<file path="src/rtl/stream_skid_fifo_if.sv">
`default_nettype none
// ============================================================================
//  Module      : stream_skid_fifo_if
//  Description : Port bundle for the stream_skid_fifo elastic buffer.
//                Carries the upstream VALID/BP pair, the downstream
//                VALID/BP pair and the status outputs (level, overflow,
//                activity).
//                  d        upstream data
//                  d_valid  upstream word valid
//                  d_bp     back-pressure to upstream
//                  q        downstream data
//                  q_valid  downstream word valid
//                  q_bp     back-pressure from downstream
//                  level    current occupancy
//                  ovf      sticky overflow flag
//                  act      stretched activity indicator
//                master : the side that produces into and consumes from the FIFO
//                slave  : the FIFO itself
//  Revision    : 1.0 - initial release
// ============================================================================
interface stream_skid_fifo_if #(
    parameter int WIDTH = 64,
    parameter int DEPTH = 16
);
    localparam int c_LW = $clog2(DEPTH) + 1;

    logic [WIDTH-1:0] d;
    logic             d_valid;
    logic             d_bp;
    logic [WIDTH-1:0] q;
    logic             q_valid;
    logic             q_bp;
    logic [c_LW-1:0]  level;
    logic             ovf;
    logic             act;

    modport master (
        output d, d_valid, q_bp,
        input  d_bp, q, q_valid, level, ovf, act
    );

    modport slave (
        input  d, d_valid, q_bp,
        output d_bp, q, q_valid, level, ovf, act
    );
endinterface
`default_nettype wire

</file>
<file path="src/rtl/stream_skid_fifo.sv">
`default_nettype none
// ============================================================================
//  Module      : stream_skid_fifo
//  Description : Elastic buffer for one router port. A circular buffer
//                decouples the producer from router back-pressure; the
//                upstream back-pressure is raised early enough to leave
//                SLACK words of margin. Also reports occupancy, a sticky
//                overflow flag and a stretched activity pulse for an LED.
//  Ports       : clk    single clock
//                rst_n  asynchronous active-low reset
//                bus    stream_skid_fifo_if.slave
//                       (d, d_valid, d_bp, q, q_valid, q_bp, level, ovf, act)
//  Revision    : 1.0 - initial release
// ============================================================================
module stream_skid_fifo #(
    parameter int WIDTH       = 64,
    parameter int DEPTH       = 16,
    parameter int SLACK       = 4,
    parameter int ACT_STRETCH = 1023
) (
    input  wire logic          clk,
    input  wire logic          rst_n,
    stream_skid_fifo_if.slave  bus
);
    localparam int c_AW = $clog2(DEPTH);
    localparam int c_CW = c_AW + 1;
    localparam int c_SW = $clog2(ACT_STRETCH + 1);

    localparam logic [c_CW-1:0] c_FULL    = c_CW'(DEPTH);
    localparam logic [c_CW-1:0] c_BP_THR  = c_CW'(DEPTH - SLACK);
    localparam logic [c_SW-1:0] c_STRETCH = c_SW'(ACT_STRETCH);

    logic [WIDTH-1:0] r_mem [DEPTH];
    logic [c_AW-1:0]  r_wr_ptr;
    logic [c_AW-1:0]  r_rd_ptr;
    logic [c_CW-1:0]  r_count;
    logic [WIDTH-1:0] r_q;
    logic             r_q_valid;
    logic             r_d_bp;
    logic             r_ovf;
    logic [c_SW-1:0]  r_act_cnt;

    logic             w_full;
    logic             w_pop;
    logic             w_push;
    logic             w_drop;
    logic [c_CW-1:0]  w_next_count;

    // A pop on the same edge frees a slot, so a push into a full buffer
    // is only dropped when nothing leaves on that edge.
    always_comb begin
        w_full       = (r_count == c_FULL);
        w_pop        = (r_count != '0) && !bus.q_bp;
        w_push       = bus.d_valid && (!w_full || w_pop);
        w_drop       = bus.d_valid && w_full && !w_pop;
        w_next_count = r_count + c_CW'(w_push) - c_CW'(w_pop);
    end

    // Storage has no reset; stale contents are unreachable once the
    // pointers clear.
    always_ff @(posedge clk) begin
        if (w_push) begin
            r_mem[r_wr_ptr] <= bus.d;
        end
    end

    always_ff @(posedge clk or negedge rst_n) begin
        if (!rst_n) begin
            r_wr_ptr  <= '0;
            r_rd_ptr  <= '0;
            r_count   <= '0;
            r_q       <= '0;
            r_q_valid <= 1'b0;
            r_d_bp    <= 1'b1;
            r_ovf     <= 1'b0;
            r_act_cnt <= '0;
        end else begin
            if (w_push) begin
                r_wr_ptr <= r_wr_ptr + c_AW'(1);
            end

            // Pop reads the pre-edge entry; a same-edge write to the same
            // slot lands afterwards, so there is no write-through.
            if (w_pop) begin
                r_q      <= r_mem[r_rd_ptr];
                r_rd_ptr <= r_rd_ptr + c_AW'(1);
            end
            r_q_valid <= w_pop;

            r_count <= w_next_count;
            r_d_bp  <= (w_next_count >= c_BP_THR);

            if (w_drop) begin
                r_ovf <= 1'b1;
            end

            if (w_push || w_pop) begin
                r_act_cnt <= c_STRETCH;
            end else if (r_act_cnt != '0) begin
                r_act_cnt <= r_act_cnt - c_SW'(1);
            end
        end
    end

    assign bus.q       = r_q;
    assign bus.q_valid = r_q_valid;
    assign bus.d_bp    = r_d_bp;
    assign bus.level   = r_count;
    assign bus.ovf     = r_ovf;
    assign bus.act     = (r_act_cnt != '0);

endmodule
`default_nettype wire
</file>
<file path="src/flat_wrapper.sv">
// flat-port wrapper written by rule: the top's interface ports become plain ports
module stream_skid_fifo_flat 
#(
    parameter int WIDTH       = 64,
    parameter int DEPTH       = 16,
    parameter int SLACK       = 4,
    parameter int ACT_STRETCH = 1023
)
  (clk, rst_n, bus_d, bus_d_valid, bus_q_bp, bus_d_bp, bus_q, bus_q_valid, bus_level, bus_ovf, bus_act);
  stream_skid_fifo_if #(.WIDTH(WIDTH), .DEPTH(DEPTH)) bus_i ();
  input  wire logic clk;
  input  wire logic rst_n;
  input wire logic [$bits(bus_i.d)-1:0] bus_d;
  input wire logic [$bits(bus_i.d_valid)-1:0] bus_d_valid;
  input wire logic [$bits(bus_i.q_bp)-1:0] bus_q_bp;
  output wire logic [$bits(bus_i.d_bp)-1:0] bus_d_bp;
  output wire logic [$bits(bus_i.q)-1:0] bus_q;
  output wire logic [$bits(bus_i.q_valid)-1:0] bus_q_valid;
  output wire logic [$bits(bus_i.level)-1:0] bus_level;
  output wire logic [$bits(bus_i.ovf)-1:0] bus_ovf;
  output wire logic [$bits(bus_i.act)-1:0] bus_act;
  assign bus_i.d = bus_d;
  assign bus_i.d_valid = bus_d_valid;
  assign bus_i.q_bp = bus_q_bp;
  assign bus_d_bp = bus_i.d_bp;
  assign bus_q = bus_i.q;
  assign bus_q_valid = bus_i.q_valid;
  assign bus_level = bus_i.level;
  assign bus_ovf = bus_i.ovf;
  assign bus_act = bus_i.act;
  stream_skid_fifo #(.WIDTH(WIDTH), .DEPTH(DEPTH), .SLACK(SLACK), .ACT_STRETCH(ACT_STRETCH)) u_core (.clk(clk), .rst_n(rst_n), .bus(bus_i));
endmodule
</file>
<file path="config.mk">
export PLATFORM = sky130hd
export DESIGN_NAME = stream_skid_fifo_flat
export DESIGN_NICKNAME = d
export VERILOG_FILES = /design/src/rtl/stream_skid_fifo_if.sv /design/src/rtl/stream_skid_fifo.sv /design/src/flat_wrapper.sv
export SDC_FILE = /design/constraint.sdc
export NUM_CORES = 1
export LEC_CHECK = 0
export BUFFER_PORTS_ARGS = -buffer_cell sky130_fd_sc_hd__buf_2
export CORE_MARGIN = 2
export CORE_UTILIZATION = 25
export CTS_BUF_LIST = sky130_fd_sc_hd__clkbuf_16
export CTS_CLUSTER_DIAMETER = 100
export DETAILED_ROUTE_END_ITERATION = 8
export GPL_TIMING_DRIVEN = 0
export HOLD_SLACK_MARGIN = 0.1
export PLACE_DENSITY_LB_ADDON = 0.1
export SLEW_MARGIN = 20
export SYNTH_ARGS = -nofsm -noshare
export SYNTH_HDL_FRONTEND = slang
export SYNTH_SLANG_ARGS = --single-unit
</file>
<file path="constraint.sdc">
create_clock -name clk -period 6.1 [get_ports clk]
set_input_delay 0.61 -clock clk [delete_from_list [all_inputs] [get_ports clk]]
set_output_delay 0.61 -clock clk [all_outputs]
set_load 0.005 [all_outputs]
</file>
==> results.ini <==
[logic_synthesis]
synthCells=1854
synth-edff-count=1024
seq_area_frac_synth=0.785
syn_avg_cell_area_um2=22.7
yosys.area_share.adder=0.00405
syn_area_mm2=0.0420
synth_cell_type_count=48
yosysWarnings=0
synth_compound_area_frac=0.0263
yosys.area_share.simple=0.0133
synth-xor-area-share=0.00250
synth_nets=1935
async_reset_ff_frac=0.0808
synth_flop_cell=edfxtp_1
synth_mux_area_frac=0.153
ys_seq_elements=1114
synth_top_family_by_area=multiplexers

[min_path]
min_path_cells=2
worstHoldPathType=primary input to register
min_from=bus_q_bp
holdPathEnd=u_core.bus.ovf$_DFFE_PN0P_

[detailed_routing]
final_antenna_net_count=0
drc=0
vias_per_cell=4.48
first_iter_violations=1626
wire_per_inst_um=26.5
drtPass1Iterations=5
vias=20300
wl_mm=120

[worst_setup_path]
cp.required_ns=6.72
rr_startpoint=u_core.bus.level[2]$_DFF_PN0_
rrSetupSlack_ns=1.84
worstSetupEndpointType=register
critPathLaunchType=register
path_class=register to register
reg2reg_depth=15
worst_ep_arrival_time_ns=4.88
crit_fanout=11
rr_endpoint=u_core.bus.level[4]$_DFF_PN0_

[grt]
grt_pass1_vias=22200
grt_usage=0.142
antenna_found_initial=20
gr-total-overflow=0
grt_max_degree=48
grt_pass1_wl_mm=170

[die]
start_util=0.252
chipWidth_um=414
io_pins=141
die_h_um=414
rows=150
core_mm2=0.167
dieArea_mm2=0.171

[placement]
pre_cts_slack_ns=1.72
gp_congestion=0.679
io_buffers=140
dp_hpwl_mm=79.4

[final_layout]
final_layout_size_suffix_gt1_frac=0.322
post-route-util=0.307
area_delta_synth_final_pct=22.0
fin_nets=2287

[sta]
period_share=0.698
rsz0062_at_grt=false
finalSetupViolCount=0
drv_slew=0
hold_viol=0
tightest_slew_ns=1.02
max_slew_margin=0.321
fmaxAchievable_mhz=235
fin_ws_ns=1.84
fin_crit_ns=4.26
fin_skew_ns=0.0228

[clock_network]
clock_path_buffers=3
cts_resized=0
root_buffer=clkbuf_16
clk_latency_ns=0.75
clock_sinks=1114
path_clk_slew_ns=0.05
numCtsBuffers=131
cts_tree=yes
htreeDepth=4

[run]
max_cap_violations=0

[pwr]
p_per_area_mw_per_mm2=466
cellLeakagePower_nw=16.6
ir_drop_mv=0.231

[run_status]
outcome=finished clean

report_power, final:
part	total [mW]	leakage [nW]	internal (mW)	switching, mW
clock network	7.49	2.19	4.39	3.10
logic	6.70	4.22	2.89	3.80
registers	9.69	10.2	9.32	0.373
total	23.9	16.6	16.6	7.27
cell usage in the layout, fill, tap and decap left out, types with 12 or more instances in the layout:
cell type	instances
clkinv_2	14
a221oi_1	63
dfrtp_1	89
nand2_1	16
inv_1	58
edfxtp_1	1024
buf_12	41
mux2i_1	66
mux4_2	256
clkbuf_16	135
buf_2	186
nor2_4	12
o22ai_1	64
clkbuf_1	26
clkinv_1	27
ha_1	12
buf_8	24
buf_4	15
buf_6	15
nor2_1	69
timing repair:
item                      4_1_cts  5_1_grt
buffers inserted                0        0
hold endpoints to repair       47        0
hold buffers                    2        0
cells in the mapped netlist, types with 6 or more instances:
cell / number / area, µm²
nor3_1: 7 / 35.0
inv_1: 16 / 60.1
buf_2: 45 / 225
a221oi_1: 63 / 552
buf_1: 6 / 22.5
buf_6: 11 / 124
dfrtp_1: 89 / 2230
nor2_1: 81 / 304
nand2_1: 16 / 60.1
xnor2_1: 10 / 87.6
o22ai_1: 64 / 400
mux2i_1: 66 / 661
buf_4: 15 / 113
ha_1: 12 / 150
clkbuf_1: 26 / 97.6
mux4_2: 256 / 5770
edfxtp_1: 1024 / 30700
state kept, by name, summed over array words and instances (netlist names):
signal,count
u_core.bus.q_valid,1
u_core.bus.level,5
u_core.r_act_cnt,10
u_core.r_mem,1024
u_core.bus.d_bp,1
u_core.r_wr_ptr,4
u_core.bus.ovf,1
u_core.bus.q,64
u_core.r_rd_ptr,4
worst max path at each step:
stage,startpoint,end,cells past startpoint
after CTS,u_core.bus.level[2]$_DFF_PN0_,u_core.bus.level[4]$_DFF_PN0_,15
after global placement,u_core.bus.level[3]$_DFF_PN0_,u_core.r_mem[7][4]$_DFFE_PP_,6
after detailed placement,u_core.bus.level[2]$_DFF_PN0_,u_core.bus.level[4]$_DFF_PN0_,15
after floorplan,u_core.bus.level[2]$_DFF_PN0_,u_core.r_mem[15][0]$_DFFE_PP_,6
after global routing,u_core.bus.level[2]$_DFF_PN0_,u_core.bus.level[4]$_DFF_PN0_,15
final,u_core.bus.level[2]$_DFF_PN0_,u_core.bus.level[4]$_DFF_PN0_,15
stage by stage:
| step | power, mW | hold slack (ns) | instance area [µm²] | cells | setup TNS [ns] |
|---|---|---|---|---|---|
| 3_3_place_gp | 16.6 | 0.445 | 45500 | 4198 | -3043.17 |
| 6_report | 23.9 | 0.216 | 51300 | 4523 | 0 |
| 5_1_grt | 25.1 | 0.172 | 51300 | 4522 | 0 |
| 4_1_cts | 24.5 | 0.131 | 51200 | 4518 | 0 |
| 2_1_floorplan | 13.9 | 0.314 | 42000 | 1854 | 0 |
| 3_5_place_dp | 16.9 | 0.458 | 47100 | 4275 | 0 |
layer usage:
metal,up-vias,share of wire,track usage
met3,169,0.040,0.0274
met1,11000,0.42,0.179
met5,-,0.00030,0
met2,449,0.51,0.248
li1,8599,-,-
met4,8,0.020,0.0384
worst max-delay path: stages, from the launching register on:
cell	delay [ns]
dfrtp_1	0.37
inv_1	0.07
ha_1	0.20
nor3b_4	0.18
a21oi_4	0.59
buf_2	0.49
buf_2	0.57
ha_1	0.35
inv_1	0.06
ha_1	0.16
inv_1	0.06
fa_1	0.43
nand2b_1	0.16
a21oi_1	0.20
o21a_1	0.15
nor2_1	0.05
layout make-up:
class | count | area (µm²)
Antenna cell | 5 | 12.5
Sequential cell | 1114 | 33000
Clock inverter | 106 | 751
Inverter | 16 | 60.1
Clock buffer | 135 | 3380
Tap cell | 2204 | 2760
Timing Repair Buffer | 219 | 2190
Multi-Input combinational cell | 621 | 8520
Fill cell | 16100 | 116000
Buffer | 103 | 584
cells by family (layout without fill, tap and decap cells):
| kind of cell | count (synthesis) | in the layout |
|---|---|---|
| xor gates and xnor gates | 12 | 12 |
| muxes | 323 | 323 |
| DFF | 1114 | 1114 |
| and+or+nand+nor | 125 | 125 |
| adders and majority gates | 13 | 13 |
| buffers and inverters | 119 | 579 |
| AOI/OAI and AO/OA | 148 | 148 |
| other | 0 | 5 |
Note: power is estimated with default switching activity, not from simulation.
